===== config.mk =====
export PLATFORM = sky130hd
export DESIGN_NAME = unified_mem_arbiter
export DESIGN_NICKNAME = d
export VERILOG_FILES = /design/src/rtl/unified_mem_arbiter.sv
export SDC_FILE = /design/constraint.sdc
export NUM_CORES = 1
export LEC_CHECK = 0
export ABC_CLOCK_PERIOD_IN_PS = 1900
export CAP_MARGIN = 30
export CORE_UTILIZATION = 43
export DETAILED_ROUTE_END_ITERATION = 16
export PLACE_DENSITY = 0.79
export SYNTH_ARGS = -nofsm -noshare
export SYNTH_HDL_FRONTEND = slang
export SYNTH_SLANG_ARGS = --single-unit
export TNS_END_PERCENT = 30

===== constraint.sdc =====
create_clock -name clk -period 1.9 [get_ports clk]
set_input_delay 0.19 -clock clk [delete_from_list [all_inputs] [get_ports clk]]
set_output_delay 0.19 -clock clk [all_outputs]
set_load 0.05 [all_outputs]

===== src/rtl/unified_mem_arbiter.sv =====
// Arbiter that shares one single-port memory between the fetch port and the
// load/store port. Each access is a fixed-latency handshake: a one-cycle
// mem_en strobe, then MEM_LAT cycles until the owner's ready pulse.
// Data normally wins, but a pending fetch is forced through after
// STARVE_MAX consecutive data grants.
module unified_mem_arbiter #(
  parameter int ADDR_W     = 16,
  parameter int DATA_W     = 16,
  parameter int MEM_LAT    = 2,   // 1..7
  parameter int STARVE_MAX = 3    // 1..15
) (
  input  logic              clk,
  input  logic              rst,        // asynchronous, active-low
  // fetch port
  input  logic              if_req,
  input  logic [ADDR_W-1:0] if_addr,
  output logic [DATA_W-1:0] if_rdata,
  output logic              if_ready,
  // load/store port
  input  logic              dm_req,
  input  logic              dm_we,
  input  logic              dm_byte,
  input  logic [ADDR_W-1:0] dm_addr,
  input  logic [DATA_W-1:0] dm_wdata,
  output logic [DATA_W-1:0] dm_rdata,
  output logic              dm_ready,
  // memory macro
  output logic              mem_en,
  output logic              mem_we,
  output logic              mem_byte,
  output logic [ADDR_W-1:0] mem_addr,
  output logic [DATA_W-1:0] mem_wdata,
  input  logic [DATA_W-1:0] mem_rdata,
  // pipeline stalls
  output logic              stall_if,
  output logic              stall_mem
);

  localparam int LAT_W = 3;
  localparam int STV_W = 4;

  typedef enum logic [1:0] {
    IDLE   = 2'd0,
    BUSY_I = 2'd1,
    BUSY_D = 2'd2
  } state_t;

  state_t             state_q, state_d;
  logic [LAT_W-1:0]   lat_q;
  logic [STV_W-1:0]   starve_q;
  logic               grant_d, grant_i, done;
  logic               access_we_q;   // current/just-finished access is a store
  logic [DATA_W-1:0]  if_rdata_q, dm_rdata_q;

  // Next-state logic and arbitration decision.
  // NOTE: every signal written here gets a default first, so no path can
  // leave one unassigned and infer a latch.
  always_comb begin
    state_d = state_q;
    grant_d = 1'b0;
    grant_i = 1'b0;
    done    = 1'b0;
    unique case (state_q)
      IDLE: begin
        if (dm_req && (!if_req || starve_q < STV_W'(STARVE_MAX))) begin
          grant_d = 1'b1;
          state_d = BUSY_D;
        end else if (if_req) begin
          grant_i = 1'b1;
          state_d = BUSY_I;
        end
      end
      BUSY_I, BUSY_D: begin
        // counter reaches 0 on this edge: hand back to IDLE with ready high,
        // so the next grant can already be decided in the ready cycle
        if (lat_q == LAT_W'(1)) begin
          done    = 1'b1;
          state_d = IDLE;
        end
      end
      default: state_d = IDLE;
    endcase
  end

  // State register.
  // NOTE: sequential state uses non-blocking assignments so every flop
  // samples pre-edge values regardless of statement order.
  always_ff @(posedge clk or negedge rst) begin
    if (!rst) state_q <= IDLE;
    else      state_q <= state_d;
  end

  // Memory strobe, latched access fields, latency counter and ready pulses.
  always_ff @(posedge clk or negedge rst) begin
    if (!rst) begin
      mem_en      <= 1'b0;
      mem_we      <= 1'b0;
      mem_byte    <= 1'b0;
      mem_addr    <= '0;
      mem_wdata   <= '0;
      access_we_q <= 1'b0;
      lat_q       <= '0;
      if_ready    <= 1'b0;
      dm_ready    <= 1'b0;
    end else begin
      mem_en   <= grant_d | grant_i;
      mem_we   <= grant_d & dm_we;
      if_ready <= done && (state_q == BUSY_I);
      dm_ready <= done && (state_q == BUSY_D);
      if (grant_d) begin
        mem_addr    <= dm_addr;
        mem_wdata   <= dm_wdata;
        mem_byte    <= dm_byte;
        access_we_q <= dm_we;
        lat_q       <= LAT_W'(MEM_LAT);
      end else if (grant_i) begin
        mem_addr    <= if_addr;
        mem_byte    <= 1'b0;
        access_we_q <= 1'b0;
        lat_q       <= LAT_W'(MEM_LAT);
      end else if (lat_q != '0) begin
        lat_q <= lat_q - LAT_W'(1);
      end
    end
  end

  // Starvation counter: consecutive data grants made over a waiting fetch.
  always_ff @(posedge clk or negedge rst) begin
    if (!rst) begin
      starve_q <= '0;
    end else if (grant_i || (state_q == IDLE && !if_req)) begin
      starve_q <= '0;
    end else if (grant_d && if_req && starve_q < STV_W'(STARVE_MAX)) begin
      starve_q <= starve_q + STV_W'(1);
    end
  end

  // Read-data hold registers: capture memory data at the end of the ready cycle.
  always_ff @(posedge clk or negedge rst) begin
    if (!rst) begin
      if_rdata_q <= '0;
      dm_rdata_q <= '0;
    end else begin
      if (if_ready)                 if_rdata_q <= mem_rdata;
      if (dm_ready && !access_we_q) dm_rdata_q <= mem_rdata;
    end
  end

  // During the ready cycle the memory data is passed straight through so the
  // requester sees it together with the pulse; afterwards the held copy.
  assign if_rdata  = if_ready                   ? mem_rdata : if_rdata_q;
  assign dm_rdata  = (dm_ready && !access_we_q) ? mem_rdata : dm_rdata_q;

  assign stall_if  = if_req & ~if_ready;
  assign stall_mem = dm_req & ~dm_ready;

endmodule

==> results of run 1 <==
## layer usage
layer,track usage,vias to the layer above,part of all wire
met4,0.0645,0,0.011
met1,0.255,1222,0.43
met5,0,-,0
met3,0.0471,8,0.061
li1,-,1193,-
met2,0.323,87,0.50
## kinds of logic (layout without fill, tap and decap cells)
group | count (synthesis) | count (layout) | synth area share
compound gates | 25 | 25 | 0.0561
xor+xnor | 1 | 1 | 0.00260
buf+inv | 25 | 178 | 0.0405
flops | 79 | 79 | 0.586
fa+ha+maj | 7 | 7 | 0.0260
simple gates | 70 | 70 | 0.101
mux | 51 | 51 | 0.188
## stage by stage
| stage | setup slack, ps | hold WS [ps] | cell area [sq um] | cells |
|---|---|---|---|---|
| 2_1_floorplan | 33.8 | -106 | 3370 | 258 |
| 3_3_place_gp | 158 | 81.3 | 4850 | 492 |
| 3_5_place_dp | 133 | 81.4 | 4850 | 492 |
| 4_1_cts | 7.69 | 239 | 5090 | 509 |
| 5_1_grt | 10.9 | 249 | 5140 | 510 |
| 6_report | 88.9 | 243 | 5140 | 510 |
## what timing repair did
| action | 4_1_cts | 5_1_grt |
|---|---|---|
| gates cloned | 0 | 0 |
| gates resized for setup | 3 | 10 |
| buffers inserted | 0 | 1 |
| hold buffers | 1 | 0 |
| hold endpoints to repair | 32 | 0 |
| endpoints found under the setup margin | 16 | 16 |
## power groups by stage
stage | Sequential (mW) | Clock (mW) | Combinational, mW
floorplan | 4.09 | 0 | 2.96
global placement | 2.81 | 0 | 6.04
detailed placement | 2.84 | 0 | 6.12
CTS | 2.83 | 1.41 | 6.13
global route | 2.91 | 1.48 | 6.46
finish | 2.82 | 1.38 | 6.17
## synth_stat cells
cell type  instances
dfrtp_1           79
nand2_1           35
mux2_2            34
o211ai_1          17
mux2_4            16
nand4_1           16
buf_2              8
ha_1               7
clkbuf_1           6
inv_1              6
nor2_1             6
nor2b_1            6
nand2b_1           3
a22o_1             2
and2_1             2
o21ai_0            2
a21boi_0           1
a22oi_1            1
and3_4             1
buf_12             1
buf_4              1
buf_8              1
clkbuf_2           1
clkinv_1           1
mux2i_1            1
nand3_1            1
o22ai_1            1
o31ai_2            1
xnor2_1            1
## final timing paths
| kind | slack, ps | cells past startpoint | to |
|---|---|---|---|
| setup / recovery | 90 | 4 | dm_rdata[8] |
| hold / removal | 240 | 2 | starve_q[2] |
| setup reg to reg | 130 | 4 | mem_wdata[4] |
| hold reg to reg | 500 | 1 | if_rdata_q[15] |
| max in group asynchronous | 1090 | 3 | if_rdata_q[8] |
| min in group clk | 400 | 3 | mem_addr[11] |
## registers in the layout, indices dropped and copies added (netlist names), 2 cells and up
signal,count
mem_wdata,16
dm_rdata_q,16
state_q,2
mem_addr,16
if_rdata_q,16
lat_q,3
starve_q,4
## final cells by class
type | count | area (sq um) | area share
tap | 99 | 124 | 0.0241
timing repair buffer | 155 | 1520 | 0.296
inverter | 7 | 26.3 | 0.00511
multi-input combinational | 154 | 1270 | 0.247
clock inverter | 7 | 96.3 | 0.0188
sequential | 79 | 1980 | 0.385
clock buffer | 9 | 124 | 0.0241
==> results by group, run 1 <==
Place
  – GP Congestion: approximately 0.73
  – Post-DP HPWL: between 5000 and 6000 microns
  – Port bufs: 140

Clock tree
  – CTS tree: built
  – Cts bufs inserted: 9
  – CTS root buffer: clkbuf_8
  – H-tree Lvls: 3
  – Clock Pin Slew Worst Setup and Hold Paths: 80 ps
  – CTS sink count: 79
  – Max clock buf depth: 2
  – Insertion delay to the later sink of the worst-skew pair: between 300 and 400 ps

Worst setup path
  – Crit-path cells: nor2b_4 > buf_12 > mux2_2 > buf_4
  – Crit path buf inv count: 2
  – Setup crit start: access_we_q
  – WP data required: ~1700 ps
  – Worst setup path category: reg -> out
  – RR Startpoint: starve_q[0]
  – Crit start category: flop
  – Critical Path Fanout Max: 16
  – Max incr delay on CP: around 400 ps
  – Critical Path AT: 1620 ps
  – Crit path max-delay family: flip-flops
  – Crit path capture type: output port
  – Critical-path top delay cell: dfrtp_1

STA
  – Fin. max-slew vios: 0
  – Slew @ Worst Pin: about 540 ps
  – RSZ-0062 raised after global routing: no
  – Crit path time final: 1810 ps
  – Slew headroom: 0.641
  – Share of the clock period used by the worst path: 0.953
  – Final number of setup-violating endpoints: 0
  – Final hold vios: 0
  – Worst Skew: between 9 and 10 ps
  – Highest clock rate: 552 MHz
  – Setup TNS: 0 ps

Floorplanning
  – Die width: between 90 and 100 microns
  – Boundary Pins: approximately 140
  – Initial core utilization: 0.455
  – Core footprint: approximately 7400 sq um
  – FP Rows: 31
  – Die ar.: 8200 sq um
  – Overall die height: 90.5 microns

Logic synthesis
  – Leading area contributor after synthesis: dfrtp_1
  – Mapped Nets: roughly 340
  – Sequential area share after synthesis: 0.586
  – Seq cells post-synth: a little under 80
  – Top cells by area, synth: dfrtp_1 (59%), mux2_2 (11%), mux2_4 (7.1%), nand2_1 (3.9%), o211ai_1 (3.8%)
  – Synth warnings: 0
  – Mapped cell area: around 3400 sq um
  – Avg Synthesized Cell Area: roughly 13 sq um
  – Synth cell types: 29
  – Post-synthesis cell count: ~260
  – Area share of the largest cell type after synthesis: 0.586

Power
  – Seq pwr share: 0.272
  – Comb power frac: 0.595
  – Pwr dens: roughly 2000 nW/um^2
  – Total internal power: between 5 and 6 mW
  – Sw frac: 0.472
  – Max IR drop VDD: a little over 0.0009 V
  – Pleak: around 2.3 nW
  – Psw: 4.89 mW
  – Clk pwr share: 0.133
  – Total power: a little over 10 mW

Layout
  – Most common cell after layout, fill and taps aside: clkdlybuf4s50_1
  – Util after Layout: 0.693
  – Filler Cell Count: 550
  – Most frequent cells in the layout: clkdlybuf4s50_1 (104), dfrtp_1 (79), buf_4 (36), nand2_1 (35), mux2_2 (34)
  – Area grow syn2layout: 52.4%
  – Layout cells sized above 1: 0.292
  – Final Net Count: 483
  – Number of diodes: 0

Detailed routing
  – Vias post-DR: about 2500
  – DRT antenna net count: 0
  – DRC: 0
  – Routed WL: 7780 microns
  – Detailed Routing Iterations Pass 1: 5
  – Drt via density: approximately 5
  – First DRT Iteration DRCs: roughly 110
  – Wire length per cell: between 15 and 20 microns

Min path
  – HP Class: in -> async

Global routing
  – Gr ovfl total: 0
  – Vias in the first global route: about 2600
  – Largest net degree at the start of global routing: slightly above 40
  – First-pass GRT wire length: between 10000 and 15000 microns
  – Overall Global Routing Usage: 0.196
  – Initial antenna violation count: 0

Run
  – Max_cap viols: 0

Run status
  – Outcome: completed
Power figures use the tool's default switching activity.
==> run 2, diff against run 1 <==
--- a/config.mk
+++ b/config.mk
@@ -13,4 +13,3 @@
 export SYNTH_ARGS = -nofsm -noshare
 export SYNTH_HDL_FRONTEND = slang
 export SYNTH_SLANG_ARGS = --single-unit
-export TNS_END_PERCENT = 30
==> results of run 2 <==
Same layout as run 1: the final DEF is identical, and so are final timing and power.
